**config.mk**
```make
export PLATFORM = sky130hd
export DESIGN_NAME = gemm_sched
export DESIGN_NICKNAME = d
export VERILOG_FILES = /design/src/rtl/gemm_pkg.sv /design/src/rtl/gemm_wtag.sv /design/src/rtl/gemm_sched.sv
export SDC_FILE = /design/constraint.sdc
export NUM_CORES = 1
export LEC_CHECK = 0
export ABC_AREA = 0
export CORE_ASPECT_RATIO = 1.25
export CORE_UTILIZATION = 45
export DETAILED_ROUTE_END_ITERATION = 12
export PLACE_DENSITY = 0.85
export SYNTH_ARGS = -nofsm -noshare
export SYNTH_HDL_FRONTEND = slang
export SYNTH_SLANG_ARGS = --single-unit
export TNS_END_PERCENT = 5
```
**constraint.sdc**
```tcl
create_clock -name CLK -period 4.38 [get_ports CLK]
set_input_delay 0.438 -clock CLK [delete_from_list [all_inputs] [get_ports CLK]]
set_output_delay 0.438 -clock CLK [all_outputs]
set_load 0.02 [all_outputs]
```
**src/rtl/gemm_pkg.sv**
```systemverilog
// gemm_pkg: shared types and constants for the GEMM tile sequencer
package gemm_pkg;
    localparam int DIM_DEF   = 4;
    localparam int REG_W_DEF = 4;
    localparam int RS1_LSB   = 7;
    localparam int RS2_LSB   = 11;
    localparam int RS3_LSB   = 15;
    localparam int RD_LSB    = 19;
    typedef logic [REG_W_DEF-1:0] reg_idx_t;
    typedef enum logic [1:0] {IDLE, LOAD_W, STREAM, DRAIN} gemm_state_t;
endpackage

```
**src/rtl/gemm_wtag.sv**
```systemverilog
// gemm_wtag: resident weight-tile tag with hit compare and invalidation
module gemm_wtag import gemm_pkg::*; #(
    parameter int REG_W = REG_W_DEF
) (
    input  logic             CLK,
    input  logic             RST,
    input  logic             flush,
    input  logic             freeze,
    input  logic             set,
    input  logic [REG_W-1:0] set_reg,
    input  logic [REG_W-1:0] qry_reg,
    input  logic             inv_valid,
    input  logic [REG_W-1:0] inv_reg,
    input  logic             retire,
    input  logic [REG_W-1:0] ret_reg,
    output logic             hit
);
    logic [REG_W-1:0] wtag, wtag_n;
    logic             valid, valid_n;

    assign hit = valid && qry_reg == wtag;

    // a fresh load replaces the tag; an invalidation of the resulting tag beats the load
    always_comb begin
        wtag_n  = set ? set_reg : wtag;
        valid_n = (set || valid) && !(inv_valid && inv_reg == wtag_n) && !(retire && ret_reg == wtag);
    end

    // tag register, dropped on flush and held while frozen
    always_ff @(posedge CLK) begin
        if (RST) begin
            wtag  <= '0;
            valid <= 1'b0;
        end else if (flush) begin
            valid <= 1'b0;
        end else if (!freeze) begin
            wtag  <= wtag_n;
            valid <= valid_n;
        end
    end
endmodule

```
**src/rtl/gemm_sched.sv**
```systemverilog
// gemm_sched: weight-load / stream / drain sequencer for the 4x4 systolic GEMM tile
module gemm_sched import gemm_pkg::*; #(
    parameter int DIM   = DIM_DEF,
    parameter int REG_W = REG_W_DEF,
    localparam int CW   = $clog2(DIM)
) (
    input  logic             CLK,
    input  logic             RST,
    input  logic [31:0]      fetch_p,
    input  logic             instr_valid,
    output logic             instr_ready,
    input  logic             flush,
    input  logic             freeze,
    input  logic             inv_valid,
    input  logic [REG_W-1:0] inv_reg,
    output logic             rf_rd_en,
    output logic [REG_W-1:0] rf_rd_reg,
    output logic [CW-1:0]    rf_rd_row,
    output logic [REG_W-1:0] rf_c_reg,
    output logic             sa_wload,
    output logic             sa_in_valid,
    output logic             sa_freeze,
    output logic             sa_clear,
    input  logic             sa_out_valid,
    output logic             wb_en,
    output logic [REG_W-1:0] wb_reg,
    output logic [CW-1:0]    wb_row,
    output logic             busy,
    output logic             done,
    output logic             wt_hit
);
    gemm_state_t      state, state_n;
    logic [CW-1:0]    in_cnt, in_n, out_cnt, out_n;
    logic [REG_W-1:0] rs1, rs2, rs3, rd;
    logic             done_q, hit_q, accept, in_last, last_wb, tag_hit;
    logic             unused_fetch;

    assign unused_fetch = ^{fetch_p[31:RD_LSB+REG_W], fetch_p[RS1_LSB-1:0]};

    assign instr_ready = state == IDLE && !freeze && !flush;
    assign accept      = instr_valid && instr_ready;
    assign in_last     = in_cnt == CW'(DIM - 1);
    assign rf_rd_en    = (state == LOAD_W || state == STREAM) && !freeze;
    assign rf_rd_reg   = state == LOAD_W ? rs2 : rs1;
    assign rf_rd_row   = in_cnt;
    assign rf_c_reg    = rs3;
    assign sa_wload    = state == LOAD_W && !freeze;
    assign sa_in_valid = state == STREAM && !freeze;
    assign sa_freeze   = freeze;
    assign sa_clear    = flush && !RST;
    assign wb_en       = sa_out_valid && !freeze && (state == STREAM || state == DRAIN);
    assign wb_reg      = rd;
    assign wb_row      = out_cnt;
    assign last_wb     = wb_en && out_cnt == CW'(DIM - 1);
    assign busy        = state != IDLE;
    assign done        = done_q;
    assign wt_hit      = hit_q;

    gemm_wtag #(.REG_W(REG_W)) u_wtag (
        .CLK       (CLK),
        .RST       (RST),
        .flush     (flush),
        .freeze    (freeze),
        .set       (state == LOAD_W && in_last),
        .set_reg   (rs2),
        .qry_reg   (fetch_p[RS2_LSB +: REG_W]),
        .inv_valid (inv_valid),
        .inv_reg   (inv_reg),
        .retire    (last_wb && !flush),
        .ret_reg   (rd),
        .hit       (tag_hit)
    );

    // next state and row counters; the last result row retires from any phase
    always_comb begin
        state_n = state;
        in_n    = in_cnt;
        out_n   = wb_en ? CW'(out_cnt + 1'b1) : out_cnt;
        case (state)
            IDLE: if (accept) begin
                state_n = tag_hit ? STREAM : LOAD_W;
                in_n    = '0;
                out_n   = '0;
            end
            LOAD_W: begin
                in_n    = in_last ? '0 : CW'(in_cnt + 1'b1);
                state_n = in_last ? STREAM : LOAD_W;
            end
            STREAM: begin
                in_n    = in_last ? '0 : CW'(in_cnt + 1'b1);
                state_n = in_last ? DRAIN : STREAM;
            end
            default: ;
        endcase
        if (last_wb)
            state_n = IDLE;
    end

    // state and counters: flush aborts, freeze holds
    always_ff @(posedge CLK) begin
        if (RST || flush) begin
            state   <= IDLE;
            in_cnt  <= '0;
            out_cnt <= '0;
        end else if (!freeze) begin
            state   <= state_n;
            in_cnt  <= in_n;
            out_cnt <= out_n;
        end
    end

    // one-cycle retire and weight-hit pulses
    always_ff @(posedge CLK) begin
        done_q <= !RST && !flush && last_wb;
        hit_q  <= !RST && accept && tag_hit;
    end

    // operand fields captured at accept
    always_ff @(posedge CLK) begin
        if (RST) begin
            rs1 <= '0;
            rs2 <= '0;
            rs3 <= '0;
            rd  <= '0;
        end else if (accept) begin
            rs1 <= fetch_p[RS1_LSB +: REG_W];
            rs2 <= fetch_p[RS2_LSB +: REG_W];
            rs3 <= fetch_p[RS3_LSB +: REG_W];
            rd  <= fetch_p[RD_LSB +: REG_W];
        end
    end
endmodule

```
Word-level counts from Yosys, hierarchy flattened
Cells that the tools add are included.
{ "classes": {"n_lt_le_gt_ge": 0, "add_sub_neg": 2, "reduce_logical": 39, "bitwise_logic": 2, "multipliers": 0, "shifts": 0, "div": 0, "eq_ne": 10, "mux": 14} }
{ "ops": {"columns": ["operator", "count"], "rows": [
  ["1-bit logical AND", 21],
  ["2-bit 2-to-1 mux", 9],
  ["4-bit equality test", 3],
  ["2-bit equality test, second input constant", 4],
  ["4-bit 2-to-1 mux", 2],
  ["2-bit one-hot mux with 3 select lines", 1],
  ["3-bit AND reduction", 2],
  ["1-bit zero test", 5],
  ["2-bit by 1-bit adder with 2-bit output, second input constant", 2],
  ["1-bit logical OR", 4],
  ["2-bit one-hot mux with 2 select lines", 1],
  ["2-bit nonzero test", 2],
  ["4-bit nonzero test", 1],
  ["2-bit OR reduction", 2],
  ["3-bit inequality test, second input constant", 1],
  ["2-bit by 1-bit equality test with 1-bit output, second input constant", 1],
  ["2-bit zero test", 1],
  ["2-bit inequality test, second input constant", 1],
  ["1-bit inverter", 2],
  ["2-bit AND reduction", 1],
  ["1-bit 2-to-1 mux", 1]
]} }
{ "totals": {"memories": 0, "latch_bits": 0, "input_bits": 43, "out_inout_bits": 26, "rom_bits": 0, "mem_bits_rw": 0, "regBits": 29} }

Logic depth before layout (Yosys ltp)
{ "depth": {"ltp_word": 8, "ltp_mapped": 7, "ltp_nobuf": 6} }

By module
A second synthesis with hierarchy kept.
{ "unflattened": {"hier_cells": 181, "hier_area_um2": 1531.5} }
{ "modules_own_cells": {"columns": ["mod", "instances", "area_per_inst_um2", "seq_area_each_um2", "cells_each"], "rows": [
  ["gemm_sched", 1, 1134.8, 480.5, 139],
  ["gemm_wtag", 1, 396.6, 100.1, 42]
]} }

Worst setup path after synthesis
Ideal clock, no wire load.
{ "synth_timing": {"path_kind": "register -> output", "start": "register state[0]", "end": "output port instr_ready", "path_stages_with_launch": 5, "n_path_buf": 0, "t_arrival_ps": 1242, "slack_ps": 2700, "cell_sequence": "dfxtp_1 inv_1 ha_1 inv_1 nor3_1"} }
{ "synth_between": {"elab_chain_len": 3} }
{ "synth_lines": {"columns": ["item", "line_no", "source"], "rows": [
  ["start, declared", "gemm_sched.sv:32", "gemm_state_t state, state_n;"],
  ["start signal, assigned", "gemm_sched.sv:106", "state <= state_n;"],
  ["2-bit zero test", "gemm_sched.sv:40", "assign instr_ready = state == IDLE && !freeze && !flush;"],
  ["1-bit logical AND (2 in a row)", "gemm_sched.sv:40", null],
  ["end, declared", "gemm_sched.sv:11", "output logic instr_ready,"]
]} }
Every way passes these cells.

Worst setup path after layout
{ "layout_timing": {"start": "input port RST", "end": "output port sa_clear"} }
{ "layout_between": {"elab_chain_len": 2} }
{ "layout_lines": {"columns": ["item", "line_no", "source"], "rows": [
  ["start, declared", "gemm_sched.sv:8", "input logic RST,"],
  ["1-bit zero test", "gemm_sched.sv:50", "assign sa_clear = flush && !RST;"],
  ["1-bit logical AND", "gemm_sched.sv:50", null],
  ["end, declared", "gemm_sched.sv:23", "output logic sa_clear,"]
]} }
Every way passes these cells.

==> flow_metrics.tcl <==
set metrics [dict create \
    critPathMaxStageDelay_ns 0.88 \
    grt_pass1_wl_um 5650 \
    setup_viol 0 \
    synth_nets 231 \
    antenna_cells 0 \
    dr_wl_met2_um 1800 \
    drv_cap 0 \
    seq_area_um2 581 \
    dp.cells 261 \
    crit_fanout 25 \
    r2r-start "state[1]$_SDFFE_PP0P_" \
    firstDrtPassIters 4 \
    critPathKind "input pin to primary output" \
    p_sw_uw 132 \
    power_frac_comb_pct 13.7 \
    tns_ns 0 \
    max_freq_mhz 378 \
    worst_pin_slew_ns 0.919 \
    numCtsBuffers 5 \
    cts_tree "yes" \
    cts.reportedPaths.clkPinSlew_ns 0.06 \
    drive_gt1_share_pct 6.49 \
    initial_core_util_pct 47.7 \
    port_buffers 52 \
    viasPerCell 5.24 \
    outcome "complete, no violations" \
    cellLeakagePower_nw 0.817 \
    routedWlPerCell_um 13.0 \
    synth_area_per_cell_um2 8.52 \
    cp-start-kind "input pin" \
    slew_violations 0 \
    cts_setup_buffers 0 \
    yosysWarnings 0 \
    arrival_ns 2.21 \
    worstHoldPathCells 2 \
    p_clk_share_pct 38.2 \
    root_buffer "clkbuf_8" \
    rsz0062_at_grt "no" \
    vias 1405 \
    fp.coreArea_mm2 0.00325 \
    multi_input_area_um2 882 \
    netlist_area_mm2 0.00155 \
    final_nets 280 \
    grt_antenna_before_repair 0 \
    dp_slack_ns 1.72 \
    critPathMostFrequentCell "clkdlybuf4s50_1" \
    worstReg2RegEnd "u_wtag.wtag[2]$_SDFFE_PP0P_" \
    critPathRequiredTime_ns 3.94 \
    met1Wirelength_um 1440 \
    internal-power_uw 435 \
    hold_end "rs1[3]$_SDFFE_PP0P_" \
    slowest_stage "clkdlybuf4s50_1" \
    overflow 0 \
    top_layer "met4" \
    antenna_left 0 \
    grt_max_degree 26 \
    layout.cells.non_filler 268 \
    cts.sinks 29 \
    num_rows 23 \
    die-area_mm2 0.00369 \
    period_minus_slack_ns 2.65 \
    dpl_cell_area_mm2 0.00205 \
    finalHoldViolCount 0 \
    swShare_pct 23.3 \
    worst_clock_skew_ns 0.00972 \
    endpoint_kind "primary output" \
    first_iter_violations 20 \
    dieWidth_um 54.5 \
    period_share_pct 60.5 \
    io-pin-count 69 \
    r2r_cells 6 \
    synth.distinct_cells 39 \
    routed_wl_um 3470 \
    ys_ff_latch 29 \
    r2r_slack_ns 2.52 \
    design_area_mm2 0.00214 \
    p_per_area_mw_per_mm2 265 \
    die-height_um 67.7 \
    first_global_vias 1327 \
    htreeDepth 2 \
    dp_hpwl_um 2580 \
    hold_buffers 0 \
    ir_worst_vdd_mv 0.217 \
    num-fill-cells 288 \
    cts_resized 0 \
    pwr-share-seq_pct 48.1 \
    slew_headroom_pct 38.5 \
    synth_top_cell_by_area "dfxtp_1" \
    seq_area_frac_synth_pct 37.4 \
    yosysTopAreaCellShare_pct 37.4 \
    area_growth_pct 37.8 \
    setup_ws_ns 1.73 \
    clock_latency_ns 0.28 \
    min_from "rs1[3]$_SDFFE_PP0P_" \
    gp_congestion 0.825 \
    syn_inst 182 \
    met3_length_um 168 \
    ys_top_cells_by_area "dfxtp_1 37%, nand2_1 9.0%, a21oi_1 5.5%" \
    cp_cell_sequence "clkdlybuf4s50_1 > nor2b_1 > clkdlybuf4s50_1" \
    post-route-drc-count 0 \
    grt.total_usage_pct 21.6 \
    startpoint "RST" \
    clock_tree.buffer_depth 2 \
    hp-class "register to register" \
]
cells by family after synthesis:
kind of cell	synth area share, %
buf+inv	5.73
compound gates	15.1
fa+ha+maj	4.84
xor+xnor	5.64
mux	8.06
simple gates	23.2
flops	37.4
through the flow:
stage | total power [mW] | utilization (%) | hold slack [ns]
2_1_floorplan | 0.315 | - | 0.434
3_3_place_gp | 0.355 | 63.1 | 0.441
3_5_place_dp | 0.356 | 63.1 | 0.447
4_1_cts | 0.575 | 65.8 | 0.455
5_1_grt | 0.588 | 65.8 | 0.473
6_report | 0.567 | 65.8 | 0.453
synth_stat cells:
cell and n:
o2111ai_1 1, inv_1 6, nor2_4 1, o311ai_0 1, or3_1 1, nor3_4 1
nand3b_1 4, a21o_1 4, nor2b_1 3, o21ai_0 1, nand4_1 1, a31o_2 1
o211ai_1 2, buf_6 2, clkbuf_1 3, nor3_1 6, xnor2_1 5, a31oi_1 1
and3_1 3, a21boi_0 2, o21a_1 1, ha_1 6, a32o_1 2, a21oi_1 17
a21oi_2 1, nand2_1 37, nand3_1 4, buf_4 3, xor2_1 5, a22oi_1 1
nand2b_1 1, nand3_2 1, nor2_1 8, mux2i_1 8, o31ai_1 1, dfxtp_1 29
buf_2 2, mux2_2 4, and3b_1 2
per-layer routing:
metal,track usage (%),vias up
li1,-,720
met3,6.76,7
met5,0,-
met2,36.6,37
met4,9.94,0
met1,23.9,641
worst max-delay path by stage:
stage | to | slack (ns)
after floorplan | instr_ready | 2.70
after global placement | sa_clear | 1.72
after detailed placement | sa_clear | 1.72
after CTS | wb_en | 1.72
after global routing | sa_clear | 1.59
final | sa_clear | 1.73
layout make-up:
class	count	share of cell area, %
flip-flops and latches	29	27.2
well taps	37	2.17
inverters	6	1.05
clock buffers	7	4.04
multi-input cells	137	41.3
repair buffers	52	24.3
critical path, delay by kind of cell:
| kind | cells | cell delay, ns |
|---|---|---|
| AND/OR/NAND/NOR | 1 | 0.26 |
| buffers and inverters | 2 | 1.50 |
placed cells by master (no fill, tap or decap), types with 2 or more instances in the layout:
| cell | n |
|---|---|
| a21boi_0 | 2 |
| a21o_1 | 4 |
| a21oi_1 | 17 |
| a32o_1 | 2 |
| and3_1 | 3 |
| and3b_1 | 2 |
| clkbuf_8 | 6 |
| clkdlybuf4s50_1 | 52 |
| dfxtp_1 | 29 |
| ha_1 | 6 |
| inv_1 | 6 |
| mux2_2 | 4 |
| mux2i_1 | 8 |
| nand2_1 | 37 |
| nand3_1 | 4 |
| nand3b_1 | 4 |
| nor2_1 | 8 |
| nor2b_1 | 3 |
| nor3_1 | 6 |
| o211ai_1 | 2 |
| xnor2_1 | 5 |
| xor2_1 | 5 |
power groups by stage:
stage / logic [mW] / clock network [mW] / registers [mW]
6_report: 0.0778 / 0.216 / 0.273
2_1_floorplan: 0.0348 / 0 / 0.281
4_1_cts: 0.0787 / 0.224 / 0.273
5_1_grt: 0.0846 / 0.230 / 0.273
3_5_place_dp: 0.0782 / 0 / 0.278
3_3_place_gp: 0.0771 / 0 / 0.278
(Power assumes the default switching activity.)
